==> src/rtl/seq_pattern_detector_pkg.sv <==
// Shared types and helpers for the serial pattern detector.
package seq_pkg;

   typedef enum logic [1:0] {
      EMPTY   = 2'd0,
      FILLING = 2'd1,
      ARMED   = 2'd2
   } state_e;

   // Fill counter must represent 0..pat_len inclusive.
   function automatic int fill_w(input int pat_len);
      return $clog2(pat_len + 1);
   endfunction

endpackage

==> src/rtl/seq_pattern_detector_if.sv <==
// Bit-stream input and detection result bundle for seq_pattern_detector.
interface seq_pattern_detector_if #(
   parameter int PAT_LEN = 4,
   parameter int CNT_W   = 8
);
   logic               din_valid;
   logic               din;
   logic               clr;
   logic               match;
   logic [CNT_W-1:0]   match_cnt;
   logic               armed;
   logic [PAT_LEN-1:0] window;

   modport master (
      output din_valid, din, clr,
      input  match, match_cnt, armed, window
   );

   modport slave (
      input  din_valid, din, clr,
      output match, match_cnt, armed, window
   );
endinterface

==> src/rtl/seq_pattern_detector_shift_window.sv <==
// Enabled shift register with synchronous flush and a saturating fill counter.
module shift_window
   import seq_pkg::*;
#(
   parameter int PAT_LEN = 4,
   parameter int FILL_W  = fill_w(PAT_LEN)
) (
   input  logic               clk,
   input  logic               rst,
   input  logic               shift_i,
   input  logic               flush_i,
   input  logic               din_i,
   output logic [PAT_LEN-1:0] window_o,
   output logic [FILL_W-1:0]  fill_o
);

   localparam logic [FILL_W-1:0] FULL = FILL_W'(PAT_LEN);

   logic [PAT_LEN-1:0] window_q, window_d;
   logic [FILL_W-1:0]  fill_q, fill_d;

   // Flush wins over shift so a discarded bit never lands in the window.
   always_comb begin
      window_d = window_q;
      fill_d   = fill_q;
      if (flush_i) begin
         window_d = '0;
         fill_d   = '0;
      end else if (shift_i) begin
         window_d = {window_q[PAT_LEN-2:0], din_i};
         fill_d   = (fill_q == FULL) ? fill_q : fill_q + 1'b1;
      end
   end

   always_ff @(posedge clk or negedge rst) begin
      if (!rst) begin
         window_q <= '0;
         fill_q   <= '0;
      end else begin
         window_q <= window_d;
         fill_q   <= fill_d;
      end
   end

   assign window_o = window_q;
   assign fill_o   = fill_q;

endmodule

==> src/rtl/seq_pattern_detector.sv <==
// Serial pattern detector: one-cycle match pulse, saturating match count, fill-level FSM.
module seq_pattern_detector
   import seq_pkg::*;
#(
   parameter int                 PAT_LEN = 4,
   parameter logic [PAT_LEN-1:0] PATTERN = 4'b1011,
   parameter bit                 OVERLAP = 1'b1,
   parameter int                 CNT_W   = 8
) (
   input  logic                    clk,
   input  logic                    rst,
   seq_pattern_detector_if.slave   bus
);

   localparam int                FILL_W = fill_w(PAT_LEN);
   localparam logic [FILL_W-1:0] FULL   = FILL_W'(PAT_LEN);

   function automatic logic [CNT_W-1:0] sat_inc(input logic [CNT_W-1:0] c);
      return (&c) ? c : c + 1'b1;
   endfunction

   logic [PAT_LEN-1:0] win, win_nxt;
   logic [FILL_W-1:0]  fill, fill_nxt;
   logic               shift, flush, hit;

   state_e             state_q, state_d;
   logic               match_q, match_d;
   logic               armed_q;
   logic [CNT_W-1:0]   cnt_q, cnt_d;

   // Compare against the window as it will look after this bit is shifted in.
   always_comb begin
      win_nxt  = {win[PAT_LEN-2:0], bus.din};
      fill_nxt = (fill == FULL) ? fill : fill + 1'b1;
      shift    = bus.din_valid && !bus.clr;
      hit      = shift && (fill_nxt == FULL) && (win_nxt == PATTERN);
      flush    = bus.clr || (hit && !OVERLAP);
   end

   shift_window #(
      .PAT_LEN (PAT_LEN),
      .FILL_W  (FILL_W)
   ) u_window (
      .clk      (clk),
      .rst      (rst),
      .shift_i  (shift),
      .flush_i  (flush),
      .din_i    (bus.din),
      .window_o (win),
      .fill_o   (fill)
   );

   always_comb begin
      state_d = state_q;
      match_d = 1'b0;
      cnt_d   = cnt_q;
      if (bus.clr) begin
         state_d = EMPTY;
         cnt_d   = '0;
      end else if (bus.din_valid) begin
         match_d = hit;
         if (hit) cnt_d = sat_inc(cnt_q);
         if (hit && !OVERLAP) begin
            state_d = EMPTY;
         end else begin
            unique case (state_q)
               EMPTY:   state_d = (fill_nxt == FULL) ? ARMED : FILLING;
               FILLING: state_d = (fill_nxt == FULL) ? ARMED : FILLING;
               ARMED:   state_d = ARMED;
               default: state_d = EMPTY;
            endcase
         end
      end
   end

   always_ff @(posedge clk or negedge rst) begin
      if (!rst) begin
         state_q <= EMPTY;
         match_q <= 1'b0;
         armed_q <= 1'b0;
         cnt_q   <= '0;
      end else begin
         state_q <= state_d;
         match_q <= match_d;
         armed_q <= (state_d == ARMED);
         cnt_q   <= cnt_d;
      end
   end

   assign bus.match     = match_q;
   assign bus.match_cnt = cnt_q;
   assign bus.armed     = armed_q;
   assign bus.window    = win;

endmodule
==> src/flat_wrapper.sv <==
// flat-port wrapper written by rule: the top's interface ports become plain ports
module seq_pattern_detector_flat import seq_pkg::*;
#(
   parameter int                 PAT_LEN = 4,
   parameter logic [PAT_LEN-1:0] PATTERN = 4'b1011,
   parameter bit                 OVERLAP = 1'b1,
   parameter int                 CNT_W   = 8
)
  (clk, rst, bus_din_valid, bus_din, bus_clr, bus_match, bus_match_cnt, bus_armed, bus_window);
  seq_pattern_detector_if #(.PAT_LEN(PAT_LEN), .CNT_W(CNT_W)) bus_i ();
  input  logic clk;
  input  logic rst;
  input wire logic [$bits(bus_i.din_valid)-1:0] bus_din_valid;
  input wire logic [$bits(bus_i.din)-1:0] bus_din;
  input wire logic [$bits(bus_i.clr)-1:0] bus_clr;
  output wire logic [$bits(bus_i.match)-1:0] bus_match;
  output wire logic [$bits(bus_i.match_cnt)-1:0] bus_match_cnt;
  output wire logic [$bits(bus_i.armed)-1:0] bus_armed;
  output wire logic [$bits(bus_i.window)-1:0] bus_window;
  assign bus_i.din_valid = bus_din_valid;
  assign bus_i.din = bus_din;
  assign bus_i.clr = bus_clr;
  assign bus_match = bus_i.match;
  assign bus_match_cnt = bus_i.match_cnt;
  assign bus_armed = bus_i.armed;
  assign bus_window = bus_i.window;
  seq_pattern_detector #(.PAT_LEN(PAT_LEN), .PATTERN(PATTERN), .OVERLAP(OVERLAP), .CNT_W(CNT_W)) u_core (.clk(clk), .rst(rst), .bus(bus_i));
endmodule
==> config.mk <==
export PLATFORM = sky130hd
export DESIGN_NAME = seq_pattern_detector_flat
export DESIGN_NICKNAME = d
export VERILOG_FILES = /design/src/rtl/seq_pattern_detector_pkg.sv /design/src/rtl/seq_pattern_detector_if.sv /design/src/rtl/seq_pattern_detector_shift_window.sv /design/src/rtl/seq_pattern_detector.sv /design/src/flat_wrapper.sv
export SDC_FILE = /design/constraint.sdc
export NUM_CORES = 1
export LEC_CHECK = 0
export ABC_AREA = 1
export BUFFER_PORTS_ARGS = -buffer_cell sky130_fd_sc_hd__buf_2
export CAP_MARGIN = 20
export CORE_MARGIN = 2
export CORE_UTILIZATION = 58
export DETAILED_ROUTE_END_ITERATION = 8
export HOLD_SLACK_MARGIN = 0.12
export PLACE_DENSITY = 0.92
export SLEW_MARGIN = 40
export SYNTH_ARGS = -nofsm -noshare
export SYNTH_HDL_FRONTEND = slang
export SYNTH_SLANG_ARGS = --single-unit
==> constraint.sdc <==
create_clock -name clk -period 3.63 [get_ports clk]
set_input_delay 0.1815 -clock clk [delete_from_list [all_inputs] [get_ports clk]]
set_output_delay 0.1815 -clock clk [all_outputs]
set_load 0.02 [all_outputs]
==> metrics.md, run 1 <==
| Metric | Value |
|---|---|
| Max-slew violation count | `0` |
| Final Wtd Congestion | `0.9137` |
| Global Route met2 Usage | `38.38%` |
| Setup TNS | `0 ps` |
| Fmax | `628.5 MHz` |
| Port-buffer cells | `18` |
| Layout fillers | `133` |
| Area growth from synthesis to layout | `13.97%` |
| CTS max path bufs | `2` |
| Largest net degree at the start of global routing | `20` |
| Syn Std Cell Area | `1084 µm²` |
| Critical path class | `reg2reg` |
| Reg2reg setup slack | `2040 ps` |
| Seq/Total Area, Yosys | `43.88%` |
| N_diodes | `0` |
| Initial antenna violation count | `0` |
| Count of unique library cells instantiated by Yosys | `23` |
| Drt total wl | `2194 µm` |
| Core Rows | `15` |
| Met3 usage | `2.308%` |
| Minimum clock period | `1591 ps` |
| Vias in the first global route | `820` |
| Critical Path RT | `3820 ps` |
| Clock transition at path regs | `100 ps` |
| Main combinational cell family by area after synthesis | `simple AND/OR/NAND/NOR gates` |
| CP Capture Type | `register` |
| Mux cell area share after synthesis | `0%` |
| DP HPWL | `1665 µm` |
| Synth Area in Adders | `3.464%` |
| Max Fanout on Critical Path | `8` |
| Die Width | `47.22 µm` |
| Final Non-Filler Cells | `185` |
| Worst EP arrival | `1780 ps` |
| Vias/cell | `5.351` |
| Post-synth top area share | `43.88%` |
| Top-Level Pins | `19` |
| Clk_skew | `1.323 ps` |
| Area occupied by multi-input gates | `520.5 µm²` |
| Clk_lat worst skew | `290 ps` |
| YS warnings | `0` |
| Root Buffer | `clkbuf_4` |
| Number of instances in the placed design | `179` |
| Setup bufs post-CTS | `0` |
| Yosys reg bits | `19` |
| Mapped Nets | `146` |
| Simple-gate portion of the synthesized area | `36.61%` |
| Leakage dissipation | `0.6435 nW` |
| Startpoint types | `register` |
| Routed len/inst | `11.86 µm` |
| Via count | `990` |
| Hold Vio Cnt, Final | `0` |
| Share of cells above drive strength 1 | `21.25%` |
| GR Util met1 | `28.22%` |
| Nets@finish | `169` |
| Clock buffers created by TritonCTS | `3` |
| Sink Count | `19` |
| Cell Pwr Density | `305.4 nW/µm²` |
| CTS tree | `built` |
| Starting density of the core | `62.08%` |
| H-tree depth | `1` |
| Drt first pass iters | `4` |
| Die height | `47.22 µm` |
| Peak supply drop | `222.3 µV` |
| DRC viols | `0` |
| Gr ovfl total | `0` |
| Final cycle utilization of the critical path | `43.83%` |
| Busiest grt layer | `met2` |
| Synth Instances | `138` |
| Global-route wire length before repair | `3491 µm` |
| Max cap viols | `0` |
| All-Layer GR Usage | `22.52%` |
| 1st-iter DRT viols | `22` |
| Cell taking the most area after synthesis | `dfrtp_1` |
| Synth area leaders | `dfrtp_1 44%, nand3_1 11%, nand2_1 11%, inv_1 5.9%, nand3_2 4.6%` |
| Slew headroom | `71.98%` |
| Endpoints failing setup | `0` |
| Die ar. | `2230 µm²` |
| Register area | `475.5 µm²` |
| Syn avg cell area | `7.852 µm²` |
| Core Box Area | `1745 µm²` |
| Worst-Margin Slew | `420.3 ps` |
| Post-CTS Resized | `0` |
| Unrepaired setup endpoints after global routing | `no` |
| Status | `complete, no violations` |
| HP Class | `in2reg` |
| Post-synthesis compound-gate area fraction | `7.159%` |
| Total Power | `0.3772 mW` |
| DRT antenna net count | `0` |
| Synth Area in XOR/XNOR | `0.8083%` |
-- cells by family (layout without fill, tap and decap cells) --
group / count (synthesis) / after routing
buf+inv: 21 / 43
compound gates: 12 / 12
simple gates: 82 / 82
flops: 19 / 19
xor+xnor: 1 / 1
fa+ha+maj: 3 / 3
-- worst paths after layout --
kind                                              from                           to  depth (start not counted)
max                          u_core.u_window.fill_o[0]      u_core.bus.match_cnt[5]                          9
min                                      bus_din_valid  u_core.u_window.window_o[3]                          4
max reg2reg                  u_core.u_window.fill_o[0]      u_core.bus.match_cnt[5]                          9
min reg2reg                u_core.u_window.window_o[3]  u_core.u_window.window_o[3]                          2
max in group asynchronous                          rst      u_core.bus.match_cnt[7]                          2
min in group asynchronous                          rst      u_core.bus.match_cnt[0]                          2
-- layout by cell type, fill, tap and decap left out --
master	count
nand2_1	32
nand3_1	24
dfrtp_1	19
buf_2	18
inv_1	17
nor2_1	13
nand3_2	5
o22ai_1	4
nor2_2	3
ha_1	3
clkbuf_4	3
nand2_2	2
a21oi_1	2
o21bai_1	2
o21ai_0	2
dlygate4sd3_1	2
inv_2	1
nor2_4	1
clkinv_1	1
a21oi_2	1
xnor2_1	1
nand3b_1	1
nor3b_1	1
a22o_1	1
clkbuf_1	1
-- critical path, cell delays in order (launching register included) --
cell     delay, ps
dfrtp_1        420
inv_1          130
ha_1           230
nand2_2        100
nand2_1         90
nand3_2         80
nor2_2         110
nand3_2        150
nand3_1        120
nand2_1         60
-- through the flow --
step	utilization [%]	cell area, µm²	hold slack [ps]	worst slack, ps
2_1_floorplan	-	1084	-114.1	2156
6_report	70.75	1235	232.8	2039
3_3_place_gp	68.10	1189	134.1	2124
5_1_grt	70.75	1235	262.7	1929
3_5_place_dp	68.10	1189	136.1	2080
4_1_cts	70.75	1235	236.8	2033
-- cells in the mapped netlist (all sizes together) --
cell type  count
nand2         34
nand3         29
dfrtp         19
inv           18
nor2          17
o22ai          4
a21oi          3
ha             3
buf            2
o21ai          2
o21bai         2
a22o           1
clkinv         1
nand3b         1
nor3b          1
xnor2          1
-- where the power goes --
part / leakage (nW) / switching [mW] / internal, mW / total, mW
clock network: 0.0150 / 0.0620 / 0.0428 / 0.105
logic: 0.368 / 0.0340 / 0.0156 / 0.0496
registers: 0.260 / 0.00538 / 0.217 / 0.223
-- metal layers --
metal	wire length [µm]	part of all wire (%)	vias up
li1	-	-	490
met1	971	44	463
met2	1077	49	30
met3	94	4.3	7
met4	52	2.4	0
met5	0	0	-
-- sequential cells by signal, summed over array words and instances (netlist names) --
register and flops:
u_core.u_window.fill_o 3, u_core.u_window.window_o 4, u_core.state_q 2, u_core.bus.armed 1, u_core.bus.match 1, u_core.bus.match_cnt 8
-- timing repair --
item                                    in CTS  in global routing
endpoints found under the setup margin       0                  0
hold buffers                                 2                  0
hold endpoints to repair                    20                  0
-- layout make-up --
class                      count  area share, %
timing repair buffer          20          8.916
clock buffer                   4          2.128
tap                           25          2.533
inverter                      19          5.775
sequential                    19          38.50
multi-input combinational     98          42.15
(Power assumes the default switching activity.)
==> run 2, diff against run 1 <==
--- a/config.mk
+++ b/config.mk
@@ -9,10 +9,10 @@
 export BUFFER_PORTS_ARGS = -buffer_cell sky130_fd_sc_hd__buf_2
 export CAP_MARGIN = 20
 export CORE_MARGIN = 2
-export CORE_UTILIZATION = 58
+export CORE_UTILIZATION = 49
 export DETAILED_ROUTE_END_ITERATION = 8
 export HOLD_SLACK_MARGIN = 0.12
-export PLACE_DENSITY = 0.92
+export PLACE_DENSITY = 0.84
 export SLEW_MARGIN = 40
 export SYNTH_ARGS = -nofsm -noshare
 export SYNTH_HDL_FRONTEND = slang
==> constraint.sdc (replaced) <==
create_clock -name clk -period 1.3 [get_ports clk]
set_input_delay 0.065 -clock clk [delete_from_list [all_inputs] [get_ports clk]]
set_output_delay 0.065 -clock clk [all_outputs]
set_load 0.02 [all_outputs]
==> metrics.md, run 2 (synthesis results as in run 1) <==
| Metric | Value |
|---|---|
| Status | `finished, violations left (was complete, no violations)` |
| Failing checks | `setup timing` |
| Endpoints failing setup | `10 (was 0)` |
| Die ar. | `2604 µm² (was 2230 µm²)` |
| Max cap viols | `0 (unchanged)` |
| Worst EP arrival | `1640 ps (was 1780 ps)` |
| Cell Area, Placed | `1345 µm² (was 1189 µm²)` |
| Critical Path RT | `1510 ps (was 3820 ps)` |
| Final Cell Area | `1499 µm² (was 1235 µm²)` |
| Fmax | `700.0 MHz (was 628.5 MHz)` |
| Die Width | `51.03 µm (was 47.22 µm)` |
| Max Fanout on Critical Path | `8 (unchanged)` |
| Top-Level Pins | `19 (unchanged)` |
| Initial antenna violation count | `0 (unchanged)` |
| Drt first pass iters | `4 (unchanged)` |
| Final Wtd Congestion | `0.8390 (was 0.9137)` |
| Setup bufs post-CTS | `0 (unchanged)` |
| Clock buffers created by TritonCTS | `3 (unchanged)` |
| Root Buffer | `clkbuf_4 (unchanged)` |
| Vias in the first global route | `1042 (was 820)` |
| Max-slew violation count | `0 (unchanged)` |
| DRC viols | `0 (unchanged)` |
| Minimum clock period | `1429 ps (was 1591 ps)` |
| All-Layer GR Usage | `24.39% (was 22.52%)` |
| H-tree depth | `1 (unchanged)` |
| Share of cells above drive strength 1 | `42.05% (was 21.25%)` |
| Clock transition at path regs | `110 ps (was 100 ps)` |
| Final cycle utilization of the critical path | `109.9% (was 43.83%)` |
| Most frequent cells in the layout | `28 x nand2_1, 18 x buf_2, 17 x dfrtp_1 (was 32 x nand2_1, 24 x nand3_1, 19 x dfrtp_1)` |
| Routed len/inst | `13.06 µm (was 11.86 µm)` |
| Register area | `478.0 µm² (was 475.5 µm²)` |
| Final WS setup | `-128.6 ps (was 2039 ps)` |
| Seq pwr share | `53.4% (was 59.1%)` |
| Total Power | `1.167 mW (was 0.3772 mW)` |
| Clk_skew | `2.874 ps (was 1.323 ps)` |
| Cell Chain, Critical Path | `ha_2 -> inv_2 -> nand2_2 -> nand3_4 -> inv_2 -> nor2_4 -> nand3_4 -> nand3_2 -> nand2_1 (was inv_1 -> ha_1 -> nand2_2 -> nand2_1 -> nand3_2 -> nor2_2 -> nand3_2 -> nand3_1 -> nand2_1)` |
| Vias/cell | `5.275 (was 5.351)` |
| Hold Vio Cnt, Final | `0 (unchanged)` |
| DRT antenna net count | `0 (unchanged)` |
| CP max-delay cell | `dfrtp_1 (unchanged)` |
| Unrepaired setup endpoints after global routing | `yes (was no)` |
| Clk_lat worst skew | `310 ps (was 290 ps)` |
| Core Rows | `17 (was 15)` |
| Max reg flops | `8 (unchanged)` |
| Crit path capture | `u_core.bus.match_cnt[3] (was u_core.bus.match_cnt[5])` |
| Starting density of the core | `50.44% (was 62.08%)` |
| Logic pwr share | `19.7% (was 13.1%)` |
| Startpoint types | `register (unchanged)` |
| Global-route wire length before repair | `4664 µm (was 3491 µm)` |
| Setup crit start | `u_core.u_window.fill_o[1] (was u_core.u_window.fill_o[0])` |
| Gr ovfl total | `0 (unchanged)` |
| Area growth from synthesis to layout | `38.34% (was 13.97%)` |
| Worst-Margin Slew | `418.6 ps (was 420.3 ps)` |
| Clk network pwr share | `26.8% (was 27.8%)` |
| Layout fillers | `153 (was 133)` |
| Peak supply drop | `791.4 µV (was 222.3 µV)` |
| Critical path class | `reg2reg (unchanged)` |
| Die height | `51.03 µm (was 47.22 µm)` |
| Reg2reg setup slack | `-130 ps (was 2040 ps)` |
| Max stage delay on crit path | `420 ps (about the same)` |
| Slew headroom | `72.09% (was 71.98%)` |
| Switching Share | `29.51% (was 26.87%)` |
| Sink Count | `19 (unchanged)` |
| Worst-case reg-to-reg path depth | `9 (unchanged)` |
| Cell Pwr Density | `778.6 nW/µm² (was 305.4 nW/µm²)` |
| Drt total wl | `2665 µm (was 2194 µm)` |
| Via count | `1076 (was 990)` |
| Port-buffer cells | `18 (unchanged)` |
| Switching pwr | `0.3444 mW (was 0.1013 mW)` |
| CP Capture Type | `register (unchanged)` |
| RR Startpoint | `u_core.u_window.fill_o[1] (was u_core.u_window.fill_o[0])` |
| Largest net degree at the start of global routing | `20 (unchanged)` |
| Leakage dissipation | `0.7459 nW (was 0.6435 nW)` |
| Nets@finish | `185 (was 169)` |
| 1st-iter DRT viols | `36 (was 22)` |
| Internal power | `0.8227 mW (was 0.2758 mW)` |
| Area occupied by multi-input gates | `654.4 µm² (was 520.5 µm²)` |
| DP HPWL | `1909 µm (was 1665 µm)` |
| N_diodes | `0 (unchanged)` |
| Core Box Area | `2148 µm² (was 1745 µm²)` |
| CTS tree | `built (unchanged)` |
| RR Endpoint | `u_core.bus.match_cnt[3] (was u_core.bus.match_cnt[5])` |
| HP Class | `in2reg (unchanged)` |
| CTS max path bufs | `2 (unchanged)` |
| Commonest non-fill, non-tap cell in the layout | `nand2_1 (unchanged)` |
==> run 2: cell types whose count changed in the layout (fill, tap and decap cells not counted), moves of 3 or more <==
cell     before  now
inv_1        17   12
ha_1          3    0
buf_4         0   15
nand3_4       0    3
nand2_1      32   28
nand3_1      24   15
inv_2         1    6
nand3_2       5   11
nand2_4       0    3
==> run 2: worst min-delay path by stage <==
| stage | from | end | cells past startpoint |
|---|---|---|---|
| after floorplan | rst | u_core.bus.armed | 0 |
| after global placement | rst | u_core.bus.match_cnt[2] | 1 |
| after detailed placement | rst | u_core.bus.match_cnt[3] | 1 |
| after CTS | bus_clr | u_core.bus.match_cnt[0] | 4 |
| after global routing | bus_clr | u_core.bus.match_cnt[0] | 4 |
| final | bus_clr | u_core.bus.match_cnt[0] | 4 |
==> run 2: repair_timing <==
action                                  CTS  global route
hold buffers                              3             0
endpoints found under the setup margin   10            13
gates cloned                              0             0
hold endpoints to repair                 21             0
gates resized for setup                  17             6
pin swaps                                 9             7
==> run 2: stage by stage <==
step	utilization, %	setup TNS, ps	setup WS (ps)	hold WS [ps]	cells
after global placement	62.61	-694.2	-88.42	16.30	197
after CTS	68.96	-1037	-127.8	162.8	204
after global routing	69.77	-2211	-222.2	185.8	204
after detailed placement	62.61	-1251	-152.1	23.68	197
after floorplan	-	-322.4	-45.68	-230.6	138
final	69.77	-1046	-128.6	163.6	204
==> run 2: power groups by stage <==
stage | Clock (mW) | Combinational [mW] | Sequential (mW)
after CTS | 0.317 | 0.221 | 0.623
after floorplan | 0 | 0.0950 | 0.643
after global routing | 0.340 | 0.256 | 0.626
after detailed placement | 0 | 0.194 | 0.634
after global placement | 0 | 0.185 | 0.632
final | 0.313 | 0.230 | 0.624
==> run 2: cell type report <==
| cell class | count | share of cell area [%] |
|---|---|---|
| multi-input cells | 98 | 43.66 |
| flip-flops and latches | 19 | 31.89 |
| repair buffers | 36 | 15.53 |
| inverters | 19 | 4.758 |
| well taps | 28 | 2.337 |
| clock buffers | 3 | 1.503 |
| clock inverters | 1 | 0.3339 |
==> run 2: layer usage <==
metal	GRT usage, %	vias to the layer above	wire length [µm]
met5	0	-	0
met4	9.910	0	57
met3	4.094	6	93
met2	40.91	30	1347
met1	31.12	517	1167
li1	-	523	-
==> run 2: worst max-delay path: cells and delay by family, from the launching register on <==
family / cells / cell delay, ps
flip-flops: 1 / 420
buffers and inverters: 2 / 100
adder cells (fa/ha/maj): 1 / 210
AND/OR/NAND/NOR: 6 / 600
==> run 3, diff against run 2 <==
--- a/config.mk
+++ b/config.mk
@@ -17,3 +17,4 @@
 export SYNTH_ARGS = -nofsm -noshare
 export SYNTH_HDL_FRONTEND = slang
 export SYNTH_SLANG_ARGS = --single-unit
+export TNS_END_PERCENT = 30
==> metrics.md, run 3 (synthesis results as in run 1) <==
| Metric | Value |
|---|---|
| Bufs and invs on worst path | `1 (was 2)` |
| Switching pwr | `0.3363 mW (was 0.3444 mW)` |
| Via count | `1046 (was 1076)` |
| DRC viols | `0 (unchanged)` |
| Max reg flops | `8 (unchanged)` |
| Clk_lat worst skew | `300 ps (was 310 ps)` |
| DP HPWL | `1907 µm (was 1909 µm)` |
| CP Capture Type | `register (unchanged)` |
| Cell Chain, Critical Path | `inv_2 -> ha_4 -> nand2_4 -> nand2_4 -> nand3_4 -> nor2_4 -> nand3_4 -> nand3_2 -> nand2_1 (was ha_2 -> inv_2 -> nand2_2 -> nand3_4 -> inv_2 -> nor2_4 -> nand3_4 -> nand3_2 -> nand2_1)` |
| Status | `finished, violations left (unchanged)` |
| CP Depth | `9 (unchanged)` |
| Peak supply drop | `675.1 µV (was 791.4 µV)` |
| Drt first pass iters | `4 (unchanged)` |
| CTS max path bufs | `2 (unchanged)` |
| Max stage delay on crit path | `440 ps (was 420 ps)` |
| CTS tree | `built (unchanged)` |
| Share of cells above drive strength 1 | `40.57% (was 42.05%)` |
| Die height | `51.03 µm (unchanged)` |
| Final Wtd Congestion | `0.9178 (was 0.8390)` |
| Minimum clock period | `1464 ps (was 1429 ps)` |
| Worst EP arrival | `1660 ps (was 1640 ps)` |
| Max-slew violation count | `0 (unchanged)` |
| Port-buffer cells | `18 (unchanged)` |
| Met2 Wirelength | `1437 µm (was 1347 µm)` |
| Clk network pwr share | `26.1% (was 26.8%)` |
| Internal power | `0.8269 mW (was 0.8227 mW)` |
| Hold depth | `4 (unchanged)` |
| Final cycle utilization of the critical path | `112.6% (was 109.9%)` |
| Endpoints failing setup | `10 (unchanged)` |
| Max Fanout on Critical Path | `8 (unchanged)` |
| Global-route wire length before repair | `4519 µm (was 4664 µm)` |
| Core Rows | `17 (unchanged)` |
| Die ar. | `2604 µm² (unchanged)` |
| Failing checks | `setup timing (unchanged)` |
| Clk_skew | `5.917 ps (was 2.874 ps)` |
| H-tree depth | `1 (unchanged)` |
| Top sig layer | `met4 (unchanged)` |
| Largest net degree at the start of global routing | `20 (unchanged)` |
| Area growth from synthesis to layout | `36.49% (was 38.34%)` |
| Unrepaired setup endpoints after global routing | `yes (unchanged)` |
| 1st-iter DRT viols | `18 (was 36)` |
| Layout fillers | `159 (was 153)` |
| Worst-case reg-to-reg path depth | `9 (unchanged)` |
| Clock buffers created by TritonCTS | `3 (unchanged)` |
| Hold Vio Cnt, Final | `0 (unchanged)` |
| Switching Share | `28.91% (was 29.51%)` |
| Final WS setup | `-164.3 ps (was -128.6 ps)` |
| Fmax | `682.9 MHz (was 700.0 MHz)` |
| Max cap viols | `0 (unchanged)` |
| Worst-Margin Slew | `424.2 ps (was 418.6 ps)` |
| Leakage dissipation | `0.7439 nW (was 0.7459 nW)` |
| Commonest non-fill, non-tap cell in the layout | `nand2_1 (unchanged)` |
| Initial antenna violation count | `0 (unchanged)` |
| Startpoint types | `register (unchanged)` |
| Routed len/inst | `13.29 µm (was 13.06 µm)` |
| N_diodes | `0 (unchanged)` |
| Gr ovfl total | `0 (unchanged)` |
| WL met1 | `1124 µm (was 1167 µm)` |
| HP Class | `in2reg (unchanged)` |
| Sink Count | `19 (unchanged)` |
| Top Family by Delay on Critical Path | `simple AND/OR/NAND/NOR gates (unchanged)` |
| Core Box Area | `2148 µm² (unchanged)` |
| Worst slack, placed | `-214.3 ps (was -152.1 ps)` |
| Seq pwr share | `53.6% (was 53.4%)` |
| Critical Path RT | `1500 ps (was 1510 ps)` |
| Clock transition at path regs | `110 ps (about the same)` |
| Drt total wl | `2697 µm (was 2665 µm)` |
| DRT antenna net count | `0 (unchanged)` |
| Starting density of the core | `50.44% (unchanged)` |
| Critical path class | `reg2reg (unchanged)` |
| Root Buffer | `clkbuf_4 (unchanged)` |
| Reg2reg setup slack | `-160 ps (was -130 ps)` |
| Met3 WL | `115 µm (was 93 µm)` |
| Vias in the first global route | `1070 (was 1042)` |
| Die Width | `51.03 µm (unchanged)` |
| CP max-delay cell | `dfrtp_1 (unchanged)` |
| Vias/cell | `5.153 (was 5.275)` |
| Cell Pwr Density | `786.6 nW/µm² (was 778.6 nW/µm²)` |
| Post-layout util | `68.84% (was 69.77%)` |
| All-Layer GR Usage | `23.37% (was 24.39%)` |
| Logic pwr share | `20.3% (was 19.7%)` |
| Top-Level Pins | `19 (unchanged)` |
| Nets@finish | `184 (was 185)` |
| Most frequent cells in the layout | `29 x nand2_1, 18 x buf_2, 17 x dfrtp_1 (was 28 x nand2_1, 18 x buf_2, 17 x dfrtp_1)` |
| Slew headroom | `71.72% (was 72.09%)` |
## run 3: changes by cell type in the layout (fill, tap and decap cells not counted), sizes merged
| cell | delta |
|---|---|
| inv | +1 |
| clkinv | -1 |
| buf | -1 |
## run 3: layer usage
| layer | up-vias | track usage, % |
|---|---|---|
| met4 | 0 | 10.81 |
| met5 | - | 0 |
| met2 | 29 | 37.88 |
| met3 | 2 | 4.971 |
| li1 | 524 | - |
| met1 | 491 | 29.73 |
## run 3: timing repair
| item | CTS | global route |
|---|---|---|
| gates resized for setup | 15 | 6 |
| buffers inserted | 1 | 0 |
| endpoints found under the hold margin | 23 | 0 |
| pin swaps | 5 | 4 |
| hold buffers | 3 | 0 |
| setup endpoints to repair | 10 | 12 |
## run 3: path summary, 6_finish.rpt
check / from / to
worst max-delay path: u_core.u_window.fill_o[0] / u_core.bus.match_cnt[4]
worst min register to register: u_core.u_window.window_o[3] / u_core.u_window.window_o[3]
min in group asynchronous: rst / u_core.u_window.window_o[0]
max in group asynchronous: rst / u_core.bus.match_cnt[0]
worst min-delay path: bus_clr / u_core.bus.match_cnt[6]
worst max register to register: u_core.u_window.fill_o[0] / u_core.bus.match_cnt[4]
## run 3: layout make-up
type	instances	area (µm²)	share of cell area (%)
clock inverters	1	5.005	0.3384
repair buffers	35	225.2	15.23
multi-input cells	98	639.4	43.23
well taps	28	35.03	2.369
clock buffers	3	22.52	1.523
flip-flops and latches	19	478.0	32.32
inverters	19	73.82	4.992
## run 3: tightest hold or removal path: stages
cell and delay, ps:
buf_2 190, nor2_1 70, nand3_1 60, nand2_1 50
## run 3: stage by stage
stage	setup TNS, ps	power (mW)	instances	instance area, µm²	hold WS, ps
after global placement	-660.9	0.8175	195	1330	18.36
final	-1340	1.163	203	1479	157.9
after detailed placement	-1775	0.8293	195	1330	26.91
after CTS	-1248	1.152	203	1456	155.5
after global routing	-2259	1.219	203	1479	168.0
after floorplan	-266.6	0.7379	138	1124	-230.6
## run 3: power by group through the flow
stage	Clock (mW)	Sequential (mW)	Combinational, mW
4_1_cts	0.308	0.623	0.221
3_3_place_gp	0	0.632	0.186
2_1_floorplan	0	0.643	0.0950
3_5_place_dp	0	0.634	0.195
5_1_grt	0.337	0.626	0.256
6_report	0.303	0.624	0.236
